--- config.mk ---
export PLATFORM = sky130hd
export DESIGN_NAME = sensor_frame_rx
export DESIGN_NICKNAME = d
export VERILOG_FILES = /design/src/rtl/sensor_link_pkg.sv /design/src/rtl/uart_rx_byte.sv /design/src/rtl/sensor_frame_rx.sv
export SDC_FILE = /design/constraint.sdc
export NUM_CORES = 1
export LEC_CHECK = 0
export BUFFER_PORTS_ARGS = -buffer_cell sky130_fd_sc_hd__buf_2
export CAP_MARGIN = 30
export CORE_MARGIN = 5
export CORE_UTILIZATION = 60
export DETAILED_ROUTE_END_ITERATION = 10
export GPL_TIMING_DRIVEN = 0
export HOLD_SLACK_MARGIN = 0.02
export MAX_ROUTING_LAYER = met4
export PLACE_DENSITY = 0.9
export SYNTH_ARGS = -nofsm -noshare
export SYNTH_HDL_FRONTEND = slang
export SYNTH_SLANG_ARGS = --single-unit
export TNS_END_PERCENT = 1
--- constraint.sdc ---
create_clock -name clk50 -period 2.15 [get_ports clk50]
set_input_delay 0.5375 -clock clk50 [delete_from_list [all_inputs] [get_ports clk50]]
set_output_delay 0.5375 -clock clk50 [all_outputs]
set_load 0.02 [all_outputs]
--- src/rtl/sensor_link_pkg.sv ---
// Shared constants, state encodings and small helpers for the Pico -> FPGA sensor link.
package sensor_link_pkg;

  localparam logic [7:0] SYNC_BYTE = 8'hA5;
  localparam logic [7:0] HUM_MAX   = 8'd63;
  localparam logic [7:0] MOI_MAX   = 8'd7;
  localparam logic [7:0] ERR_MAX   = 8'hFF;

  typedef enum logic [1:0] {R_IDLE, R_START, R_DATA, R_STOP} rx_state_e;
  typedef enum logic [1:0] {P_SYNC, P_HUM, P_MOI, P_CK} parse_state_e;

  function automatic logic [7:0] sat_inc(input logic [7:0] v);
    return (v == ERR_MAX) ? v : v + 8'd1;
  endfunction

  function automatic logic [5:0] clamp_hum(input logic [7:0] h);
    return (h > HUM_MAX) ? HUM_MAX[5:0] : h[5:0];
  endfunction

endpackage

--- src/rtl/uart_rx_byte.sv ---
// UART 8N1 byte receiver: 2-flop synchronizer, mid-bit sampling, one-cycle done/error strobes.
module uart_rx_byte
  import sensor_link_pkg::*;
#(
  parameter int unsigned BIT_DIV = 434
) (
  input  logic       clk50,
  input  logic       reset,
  input  logic       rx_in,
  output logic       byte_done,
  output logic [7:0] data,
  output logic       frame_err
);

  localparam logic [15:0] DIV_LAST  = 16'(BIT_DIV - 1);
  localparam logic [15:0] HALF_LAST = 16'(BIT_DIV / 2 - 1);

  logic [1:0]  sync_q;
  logic        rx_s;
  rx_state_e   state_q;
  logic [15:0] cnt_q;
  logic [2:0]  bit_q;

  assign rx_s = sync_q[1];

  always_ff @(posedge clk50) begin
    if (reset) begin
      sync_q    <= 2'b11;
      state_q   <= R_IDLE;
      cnt_q     <= '0;
      bit_q     <= '0;
      data      <= '0;
      byte_done <= 1'b0;
      frame_err <= 1'b0;
    end else begin
      sync_q    <= {sync_q[0], rx_in};
      byte_done <= 1'b0;
      frame_err <= 1'b0;
      unique case (state_q)
        R_IDLE: begin
          if (!rx_s) begin
            state_q <= R_START;
            cnt_q   <= '0;
          end
        end
        R_START: begin
          if (cnt_q == HALF_LAST) begin
            cnt_q <= '0;
            bit_q <= '0;
            // A start bit that is high again at mid-bit is a glitch, not an error.
            state_q <= rx_s ? R_IDLE : R_DATA;
          end else begin
            cnt_q <= cnt_q + 16'd1;
          end
        end
        R_DATA: begin
          if (cnt_q == DIV_LAST) begin
            cnt_q <= '0;
            data  <= {rx_s, data[7:1]};
            if (bit_q == 3'd7) state_q <= R_STOP;
            else               bit_q   <= bit_q + 3'd1;
          end else begin
            cnt_q <= cnt_q + 16'd1;
          end
        end
        R_STOP: begin
          if (cnt_q == DIV_LAST) begin
            cnt_q     <= '0;
            byte_done <= rx_s;
            frame_err <= !rx_s;
            state_q   <= R_IDLE;
          end else begin
            cnt_q <= cnt_q + 16'd1;
          end
        end
        default: state_q <= R_IDLE;
      endcase
    end
  end

endmodule

--- src/rtl/sensor_frame_rx.sv ---
// Checked serial sensor link: parses A5/H/M/CK frames into humidity and moisture registers.
// Optional stale-link timer enabled by defining SENSOR_STALE_TIMEOUT_EN.
module sensor_frame_rx
  import sensor_link_pkg::*;
#(
  parameter int unsigned CLK_HZ   = 50_000_000,
  parameter int unsigned BAUD     = 115_200,
  parameter int unsigned STALE_MS = 2000
) (
  input  logic       clk50,
  input  logic       reset,
  input  logic       rx_in,
  output logic [5:0] humidity,
  output logic [2:0] moisture,
  output logic       frame_valid,
  output logic       stale,
  output logic [7:0] err_count
);

  localparam int unsigned BIT_DIV = CLK_HZ / BAUD;

  if (BIT_DIV < 4 || STALE_MS == 0) begin : g_cfg_check
    $error("sensor_frame_rx: BIT_DIV must be >= 4 and STALE_MS nonzero");
  end

  logic         byte_done;
  logic         frame_err;
  logic [7:0]   data;
  parse_state_e pstate;
  logic [7:0]   hum_q;
  logic [7:0]   moi_q;
  logic         ck_ok;
  logic         accept;

  uart_rx_byte #(
    .BIT_DIV (BIT_DIV)
  ) u_rx (
    .clk50     (clk50),
    .reset     (reset),
    .rx_in     (rx_in),
    .byte_done (byte_done),
    .data      (data),
    .frame_err (frame_err)
  );

  always_comb begin
    ck_ok  = (data == (SYNC_BYTE ^ hum_q ^ moi_q)) && (moi_q <= MOI_MAX);
    accept = byte_done && (pstate == P_CK) && ck_ok;
  end

  always_ff @(posedge clk50) begin
    if (reset) begin
      pstate      <= P_SYNC;
      hum_q       <= '0;
      moi_q       <= '0;
      humidity    <= '0;
      moisture    <= '0;
      frame_valid <= 1'b0;
      err_count   <= '0;
    end else begin
      frame_valid <= 1'b0;
      // The receiver never raises frame_err and byte_done together, so one bump per byte.
      if (frame_err) begin
        pstate    <= P_SYNC;
        err_count <= sat_inc(err_count);
      end else if (byte_done) begin
        unique case (pstate)
          P_SYNC: if (data == SYNC_BYTE) pstate <= P_HUM;
          P_HUM: begin
            hum_q  <= data;
            pstate <= P_MOI;
          end
          P_MOI: begin
            moi_q  <= data;
            pstate <= P_CK;
          end
          P_CK: begin
            pstate <= P_SYNC;
            if (accept) begin
              humidity    <= clamp_hum(hum_q);
              moisture    <= moi_q[2:0];
              frame_valid <= 1'b1;
            end else begin
              err_count <= sat_inc(err_count);
            end
          end
          default: pstate <= P_SYNC;
        endcase
      end
    end
  end

`ifdef SENSOR_STALE_TIMEOUT_EN
  localparam int unsigned STALE_CYCLES = (CLK_HZ / 1000) * STALE_MS;

  logic [31:0] stale_cnt;

  always_ff @(posedge clk50) begin
    if (reset) begin
      stale_cnt <= '0;
      stale     <= 1'b1;
    end else if (accept) begin
      stale_cnt <= '0;
      stale     <= 1'b0;
    end else if (stale_cnt != STALE_CYCLES) begin
      stale_cnt <= stale_cnt + 32'd1;
      if (stale_cnt + 32'd1 == STALE_CYCLES) stale <= 1'b1;
    end
  end
`else
  assign stale = 1'b0;
`endif

endmodule
==> metrics.txt <==
status=completed; CP Capture Type=register; Register-to-Register Path Depth=7; initial antenna violation count=0; WHS Endpoint=u_rx.sync_q[0]$_SDFF_PP1_; clock-pin slew on the worst setup and hold paths=60 ps; P_leak=1.33 nW; worst skew pair latency=between 300 and 400 ps; worst r2r dst=u_rx.cnt_q[1]$_SDFFE_PP0N_; Mapped Nets=404; Max-Cap Viols=0; R2R Path Start=u_rx.cnt_q[2]$_SDFFE_PP0N_; die width=85.6 µm; CTS tree=done; ANT nets after route=0; Required @ worst endpoint=2360 ps; Worst path depth=7; CP arrival=between 2000 and 2500 ps; fraction of registers with async set/reset=0%; Hold Crit Class=in2reg; initial core utilization=61.9%; Seq pwr share=53.8%; Die Y=roughly 86 µm; worst vdd ir=0.000420 V; EDFF count, synth=0; Root Buffer=clkbuf_8; die area=7330 µm²; CTS Hold Buffers Added=0; GRT Total Usage=between 20% and 30%; Nets=435; first-pass GRT wire length=13200 µm; pre-CTS setup slack=10.1 ps; Synth Instances=390; slowest stage delay, CP=430 ps; layout cell share with drive strength beyond 1=between 10% and 20%; most frequent cells in the layout=dfxtp_1, nand2_1, a21oi_1, nand3_1, nor2_1; CP max stage cell=nor4_1; Worst Setup Path Type=reg2reg; clock group share of total power=a little over two fifths; Design Power=0.00239 W; largest net degree at the start of global routing=12; Unique masters post-synth=52; Avg Cell Area, Syn=roughly 8.8 µm²; Layout Skew=8.44 ps; period utilization=96.5%; Final Core Density=between 60% and 70%; cells along the critical path=nor4_1 > nand4_1 > a22o_1 > clkbuf_4 > clkbuf_4 > a22oi_1 > nor2_1; most common cell after layout, fill and taps aside=dfxtp_1; Comb pwr share=under 10%; core area=5540 µm²; Ys Warns=0; Seq/Total Area, Yosys=40.2%; initial detailed-routing violation count=between 200 and 250; placer congestion estimate=between 0.8 and 0.9; achievable frequency=482 MHz; First-pass DRT Iterations=6; DR vias/cell=between 6 and 7; P&R area growth vs syn=12.3%; Hold Vio Cnt, Final=0; via count=3115; CP bufs+invs=2; Int Pwr=between 0.0015 and 0.002 W; Setup Viol. Count Final=0; crit-path max FO=10; RSZ-0062 raised after global routing=yes; GRT overflow=0; Mapped Area=3430 µm²; DRC=0; #FFs+latches synth=69; HPWL after DPL=5660 µm; final WL=8040 µm; relative slew slack=56.2%; average wire per standard cell=roughly 16 µm; CP dominant cell by count=clkbuf_4; fin worst setup slack=between 70 and 80 ps; Sink Count=between 60 and 70; Sw Ratio=between 20% and 30%; final slew viol count=0; number of cells on the worst hold path=2; fin crit period=2080 ps; Cell Rows=27; worst-margin pin slew=656 ps; Min-Delay Startpoint=rx_in; FF-to-FF setup slack=~74 ps; switching pwr=0.000525 W; diode count=0; Clock H-tree levels=3; Top FF cell, synth=dfxtp_1; Worst setup SP type=register; port bufs=20; # IOs=22; CP top delay family=simple AND/OR/NAND/NOR gates; pwr dens=about 620 nW/µm²; vias in the first global route=2887; clock buffer depth=2; Num CTS Buffers=9
-- per-stage QoR --
| step | hold WS, ps | TNS (ps) | std cells | area [µm²] |
|---|---|---|---|---|
| global placement | 394 | 0 | 482 | 3620 |
| finish | 378 | 0 | 498 | 3850 |
| global route | 365 | -218 | 498 | 3850 |
| floorplan | 389 | 0 | 390 | 3430 |
| detailed placement | 402 | 0 | 482 | 3620 |
| CTS | 357 | 0 | 498 | 3820 |
-- what timing repair did --
action                     4_1_cts  5_1_grt
pin swaps                        0        2
setup endpoints to repair        1       34
resized for setup                1       11
buffers inserted                 0        0
-- kinds of logic (layout without fill, tap and decap cells) --
kind of cell	Yosys count	count (layout)	share of synthesized area [%]
AO/OA/AOI/OAI	85	85	15.8
XOR/XNOR	9	9	5.25
adder cells (fa/ha/maj)	11	11	4.01
buffers and inverters	30	66	4.05
flip-flops	69	69	40.2
multiplexers	12	12	3.94
other	1	1	0.109
AND/OR/NAND/NOR	173	173	26.6
-- Yosys cell counts (4+ instances only) --
cell type / number / share of area [%]
dfxtp_1: 69 / 40
nand2_1: 51 / 5.6
a21oi_1: 37 / 5.4
nand3_1: 25 / 3.6
nor2_1: 24 / 2.6
clkbuf_1: 16 / 1.7
o21ai_0: 16 / 2.3
a311oi_1: 11 / 2.8
ha_1: 11 / 4.0
nor3_1: 11 / 1.6
nand4_1: 9 / 1.6
nor2b_1: 9 / 1.6
mux2i_1: 6 / 1.7
a41oi_1: 5 / 1.3
and3_1: 5 / 0.91
inv_1: 5 / 0.55
nand2b_1: 5 / 0.91
a211oi_2: 4 / 1.5
mux2_2: 4 / 1.3
nor2_2: 4 / 0.73
nor4_1: 4 / 0.73
nor4bb_1: 4 / 1.2
xor3_1: 4 / 2.8
-- how the worst max path moves through the flow --
stage | startpoint | to | slack [ps]
after floorplan | pstate[1]$_SDFFE_PP0P_ | err_count[3]$_SDFFE_PP0P_ | 300
after global placement | u_rx.cnt_q[12]$_SDFFE_PP0N_ | u_rx.cnt_q[1]$_SDFFE_PP0N_ | 40
after detailed placement | u_rx.cnt_q[12]$_SDFFE_PP0N_ | u_rx.cnt_q[1]$_SDFFE_PP0N_ | 10
after CTS | u_rx.cnt_q[0]$_SDFFE_PP0N_ | u_rx.cnt_q[11]$_SDFFE_PP0N_ | 20
after global routing | u_rx.cnt_q[2]$_SDFFE_PP0N_ | u_rx.cnt_q[1]$_SDFFE_PP0N_ | -50
final | u_rx.cnt_q[2]$_SDFFE_PP0N_ | u_rx.cnt_q[1]$_SDFFE_PP0N_ | 70
-- sequential cells by signal, indices dropped and copies added (netlist names), named ones only --
name and count:
err_count 8, frame_valid 1, hum_q 8, humidity 6, moi_q 8, moisture 3
pstate 2, u_rx.bit_q 3, u_rx.byte_done 1, u_rx.cnt_q 16, u_rx.data 8, u_rx.frame_err 1
u_rx.state_q 1, u_rx.sync_q 2
-- per-layer routing --
metal / track usage (%) / wire length [µm]
met5: - / 0
met4: 10.2 / 213
met3: 5.76 / 528
met2: 39.5 / 3990
met1: 26.4 / 3310
-- power groups by stage --
stage          clock, W  combinational, W  sequential, W
2_1_floorplan         0         0.0000447        0.00131
3_3_place_gp          0         0.0000627        0.00131
3_5_place_dp          0         0.0000651        0.00131
4_1_cts         0.00106         0.0000650        0.00128
5_1_grt         0.00112         0.0000730        0.00128
6_report        0.00104         0.0000663        0.00128
-- cell type report --
type                            instances  area [µm²]
Clock buffer                           12         145
Sequential cell                        69        1390
Fill cell                             427        1690
Buffer                                 25         128
Timing Repair Buffer                   20         100
Inverter                                5        18.8
Clock inverter                          4        47.5
Multi-Input combinational cell        291        1940
Tap cell                               72        90.1
Note: power is estimated with default switching activity, not from simulation.
